==> config.mk <==
export PLATFORM = sky130hd
export DESIGN_NAME = reg_wb_arbiter
export DESIGN_NICKNAME = d
export VERILOG_FILES = /design/src/rtl/reg_wb_arbiter_pkg.sv /design/src/rtl/reg_wb_arbiter_starve_ctr.sv /design/src/rtl/reg_wb_arbiter.sv
export SDC_FILE = /design/constraint.sdc
export NUM_CORES = 1
export LEC_CHECK = 0
export ABC_AREA = 0
export CORE_MARGIN = 2
export CORE_UTILIZATION = 40
export CTS_CLUSTER_DIAMETER = 200
export DETAILED_ROUTE_END_ITERATION = 6
export PLACE_DENSITY = 0.84
export SYNTH_ARGS = -nofsm -noshare
export SYNTH_HDL_FRONTEND = slang
export SYNTH_SLANG_ARGS = --single-unit
==> constraint.sdc <==
create_clock -name clk_i -period 2 [get_ports clk_i]
set_clock_uncertainty 0.2 [all_clocks]
set_input_delay 0.4 -clock clk_i [delete_from_list [all_inputs] [get_ports clk_i]]
set_output_delay 0.4 -clock clk_i [all_outputs]
set_load 0.03 [all_outputs]
==> src/rtl/reg_wb_arbiter_pkg.sv <==
// Shared constants and FSM encoding for the register-file writeback arbiter.
package reg_wb_arbiter_pkg;

  localparam int unsigned DATA_W       = 32;
  localparam int unsigned ADDR_W       = 5;
  localparam int unsigned CNT_W        = 3;
  localparam int unsigned STARVE_LIMIT = 4;

  localparam logic [0:0] A_PRIO  = 1'b0;
  localparam logic [0:0] B_FORCE = 1'b1;

  localparam logic [ADDR_W-1:0] REG_ZERO = ADDR_W'(0);

endpackage

==> src/rtl/reg_wb_arbiter_starve_ctr.sv <==
// Starvation counter for requester B: saturates at the limit, clears, and freezes on hold.
module wb_starve_ctr
  import reg_wb_arbiter_pkg::*;
(
  input  logic clk,
  input  logic rst_n,
  input  logic i_freeze,
  input  logic i_clear,
  input  logic i_inc,
  output logic o_limit_hit_c
);

  logic [CNT_W-1:0] r_count;
  logic [CNT_W-1:0] w_count_nxt;

  always_comb begin
    w_count_nxt = r_count;
    if (!i_freeze) begin
      if (i_clear) begin
        w_count_nxt = '0;
      end else if (i_inc && (r_count != CNT_W'(STARVE_LIMIT))) begin
        w_count_nxt = r_count + CNT_W'(1);
      end
    end
  end

  // Flags the edge at which the count lands on the limit, so the FSM switches in step.
  assign o_limit_hit_c = (w_count_nxt == CNT_W'(STARVE_LIMIT));

  always_ff @(posedge clk or negedge rst_n) begin
    if (!rst_n) begin
      r_count <= '0;
    end else begin
      r_count <= w_count_nxt;
    end
  end

endmodule

==> src/rtl/reg_wb_arbiter.sv <==
// Arbitrates the single register-file write port between the ALU (A) and the
// multi-cycle unit (B), with A priority and a starvation guard for B.
module reg_wb_arbiter
  import reg_wb_arbiter_pkg::*;
(
  input  logic              clk_i,
  input  logic              rst_i,
  input  logic              hold_i,
  input  logic              a_valid_i,
  input  logic [ADDR_W-1:0] a_addr_i,
  input  logic [DATA_W-1:0] a_data_i,
  output logic              a_ready_o,
  input  logic              b_valid_i,
  input  logic [ADDR_W-1:0] b_addr_i,
  input  logic [DATA_W-1:0] b_data_i,
  output logic              b_ready_o,
  output logic [ADDR_W-1:0] RDaddr_o,
  output logic [DATA_W-1:0] RDdata_o,
  output logic              RegWrite_o,
  output logic              starve_o
);

  logic [0:0]        r_state;
  logic [0:0]        w_state_nxt;
  logic              w_a_grant;
  logic              w_b_grant;
  logic              w_limit_hit;
  logic [ADDR_W-1:0] r_rd_addr;
  logic [DATA_W-1:0] r_rd_data;
  logic              r_reg_write;

  // Grants depend only on valids, hold and state; reset masks them immediately.
  assign w_a_grant = rst_i && !hold_i && a_valid_i &&
                     ((r_state == A_PRIO) || !b_valid_i);
  assign w_b_grant = rst_i && !hold_i && b_valid_i &&
                     ((r_state == B_FORCE) || !a_valid_i);

  assign a_ready_o = w_a_grant;
  assign b_ready_o = w_b_grant;

  wb_starve_ctr u_ctr (
    .clk           (clk_i),
    .rst_n         (rst_i),
    .i_freeze      (hold_i),
    .i_clear       (w_b_grant || !b_valid_i),
    .i_inc         (b_valid_i && !w_b_grant),
    .o_limit_hit_c (w_limit_hit)
  );

  always_ff @(posedge clk_i or negedge rst_i) begin
    if (!rst_i) begin
      r_state <= A_PRIO;
    end else begin
      r_state <= w_state_nxt;
    end
  end

  always_comb begin
    w_state_nxt = r_state;
    if (!hold_i) begin
      case (r_state)
        A_PRIO:  if (w_limit_hit) w_state_nxt = B_FORCE;
        B_FORCE: if (w_b_grant || !b_valid_i) w_state_nxt = A_PRIO;
        default: w_state_nxt = A_PRIO;
      endcase
    end
  end

  // Output stage: one-cycle latency, writes to register 0 are accepted but discarded.
  always_ff @(posedge clk_i or negedge rst_i) begin
    if (!rst_i) begin
      r_rd_addr   <= '0;
      r_rd_data   <= '0;
      r_reg_write <= 1'b0;
    end else if (w_a_grant) begin
      r_rd_addr   <= a_addr_i;
      r_rd_data   <= a_data_i;
      r_reg_write <= (a_addr_i != REG_ZERO);
    end else if (w_b_grant) begin
      r_rd_addr   <= b_addr_i;
      r_rd_data   <= b_data_i;
      r_reg_write <= (b_addr_i != REG_ZERO);
    end else begin
      r_reg_write <= 1'b0;
    end
  end

  assign RDaddr_o   = r_rd_addr;
  assign RDdata_o   = r_rd_data;
  assign RegWrite_o = r_reg_write;
  assign starve_o   = (r_state == B_FORCE);

endmodule

==> impl_metrics.yaml <==
outcome:
  status: "finished, final reports clean"
critical_path:
  cp_cell_sequence: "clkdlybuf4s50_1"
  crit_type: "flop to output pin"
  worstRegToRegCells: 5
  slowest_delay_ps: 680
  crit_required_ps: 1400
  cp_num_buf_inv: 1
  r2r_end: "starve_o"
  arrival_ps: 1360
  cpLargestDelayFamily: "buffers and inverters"
  r2r_start: "u_ctr.r_count[0]"
  worstSetupEndpointType: "output pin"
  r2r_setup_slack_ps: 280
  cp_max_fo: 2
  start_kind: "flop"
  slowest_stage: "clkdlybuf4s50_1"
placement:
  numPortBuffers: 119
  postPlaceCellArea_um2: 3722
  dp_hpwl_um: 5664
  gp_congestion: 0.7886
  place_ws_ps: -104.8
global_routing:
  antenna_found_initial: 0
  grt_pass1_vias: 2618
  overflow: 0
  grt_max_degree: 39
  grt_pass1_wl_um: 13270
  grtUsageTotal_pct: 25.63
floorplanning:
  die_h_um: 82.10
  die_w_um: 82.10
  pin_count: 120
  dieArea_um2: 6740
  core_um2: 5921
  rows: 28
  start_util_pct: 41.21
synthesis:
  avgSynthCellArea_um2: 8.970
  ys.flop_type: "dfrtp_1"
  synthArstFlopShare_pct: 100.0
  yosysWarnings: 0
  synth_edf_count: 0
  postSynthCellCount: 272
  syn_nets: 353
  ys_ff_latch: 42
  synth_area_um2: 2440
  yosysSeqAreaShare_pct: 43.08
  synth.distinct_cells: 30
cells_and_area:
  final_cell_mix: "clkdlybuf4s50_1 (110), dfrtp_1 (42), a31oi_1 (40), nor3_1 (38)"
  design_area_um2: 3835
  final_common_cell: "clkdlybuf4s50_1"
  seq_area_um2: 1051
  syn_to_final_growth_pct: 57.18
  nFillCells: 496
  layout-drive-gt1-share_pct: 9.948
  multiInputGateArea_um2: 1184
  final_net_count: 462
  insertedDiodeCount: 0
routing:
  dr.pass1.iters: 5
  drc: 0
  detail_route.wl_per_cell_um: 18.69
  drt_iter0_markers: 219
  detail-route-antenna-nets: 0
  wl_um: 8540
  vias: 2808
  via_per_inst: 6.144
sta:
  worst_pin_slew_ps: 432.8
  min_period_over_period_pct: 97.99
  slew_headroom_pct: 71.14
  layout_min_cycle_time_ps: 1960
  setup_slack_ps: 40.18
  hold_ws_ps: 6.278
  max_clock_freq_mhz: 510.3
  hold_violations: 0
  fin_tns_setup_ps: 0
  setup_viol: 0
  rsz0062_at_grt: "no"
  slew_violations: 0
clock_tree:
  clk_pin_slew_ps: 90
  cts_tree: "built"
  clock_path_buffers: 2
  cts_setup_buffers: 0
  cts_root_buffer: "clkbuf_8"
  h-tree-depth: 2
  cts_buffers: 5
  clock-sinks: 42
  worstSkewPairLatency_ps: 290
power_and_ir_drop:
  ir_drop_mv: 0.4251
  seqPwrFrac_pct: 37.9
  combinationalPowerShare_pct: 41.8
  p_clk_share_pct: 20.2
  powerDensity_nw_per_um2: 762.3
  intPower_w: 0.001849
  p_leak_nw: 1.468
  power_switching_w: 0.001075
  swShare_pct: 36.77
job:
  cap_violations: 0
min_path:
  min_path_type: "input pin to async pin"
[cell usage after synthesis (2+ instances only)]
master    instances  share of area, %
o21ai_0           2              0.41
nor3_1           39               8.0
a31oi_1          40                10
nand4_1          37               9.5
o31ai_1          37                11
buf_2            24               4.9
inv_1             6              0.92
ha_1              2               1.0
nor2_1            2              0.31
clkbuf_1         12               1.8
dfrtp_1          42                43
nor2b_1           2              0.51
nand2b_1          4               1.0
o221ai_1          2              0.72
a21oi_1           2              0.41
and3_1            2              0.51
nand2_1           2              0.31
buf_6             2              0.92
a21o_1            2              0.62
[per-layer routing]
metal | vias to the layer above | GRT usage [%] | part of all wire, %
li1 | 1293 | - | -
met1 | 1349 | 35.12 | 44
met2 | 149 | 40.73 | 46
met3 | 17 | 3.804 | 8.0
met4 | 0 | 10.50 | 2.5
met5 | - | 0 | 0
[sequential cells by signal, summed over array words and instances (netlist names)]
register       count
starve_o           1
RDdata_o          32
u_ctr.r_count      3
RegWrite_o         1
RDaddr_o           5
[what timing repair did]
action                                  in CTS  in global routing
gates resized for setup                      4                  3
pin swaps                                    1                  0
endpoints found under the setup margin       2                  3
hold endpoints to repair                    16                  0
hold buffers                                 1                  0
[worst max-delay path by stage]
stage                startpoint     endpoint  cells after the start  slack, ps
finish              RDdata_o[1]  RDdata_o[1]                      1         40
floorplan              starve_o    a_ready_o                      4         40
detailed placement    b_valid_i    a_ready_o                      5       -100
global placement      b_valid_i    a_ready_o                      5        -80
CTS                    starve_o     starve_o                      1         20
global route        RDaddr_o[4]  RDaddr_o[4]                      1        0.8
[stage by stage]
stage          instances  util, %  total power [W]
2_1_floorplan        272        -         0.001744
3_3_place_gp         448    62.87         0.002317
3_5_place_dp         448    62.87         0.002348
4_1_cts              457    64.65         0.002940
5_1_grt              457    64.77         0.003068
6_report             457    64.77         0.002923
[final cells by class]
type | instances | area share, %
clock inverters | 2 | 0.3263
repair buffers | 142 | 36.22
inverters | 6 | 0.5873
well taps | 75 | 2.447
flip-flops and latches | 42 | 27.41
multi-input cells | 184 | 30.86
clock buffers | 6 | 2.153
[power groups by stage]
stage / Sequential [W] / Combinational [W] / Clock [W]
after detailed placement: 0.00112 / 0.00122 / 0
final: 0.00111 / 0.00122 / 0.000592
after global placement: 0.00112 / 0.00120 / 0
after CTS: 0.00111 / 0.00123 / 0.000603
after global routing: 0.00113 / 0.00130 / 0.000639
after floorplan: 0.00141 / 0.000335 / 0
[cell families after synthesis]
kind of cell	after synthesis	synth area share, %
compound gates	90	25.39
fa+ha+maj	2	1.025
buf+inv	46	9.128
flops	42	43.08
simple gates	92	21.39
Note: power is estimated with default switching activity, not from simulation.
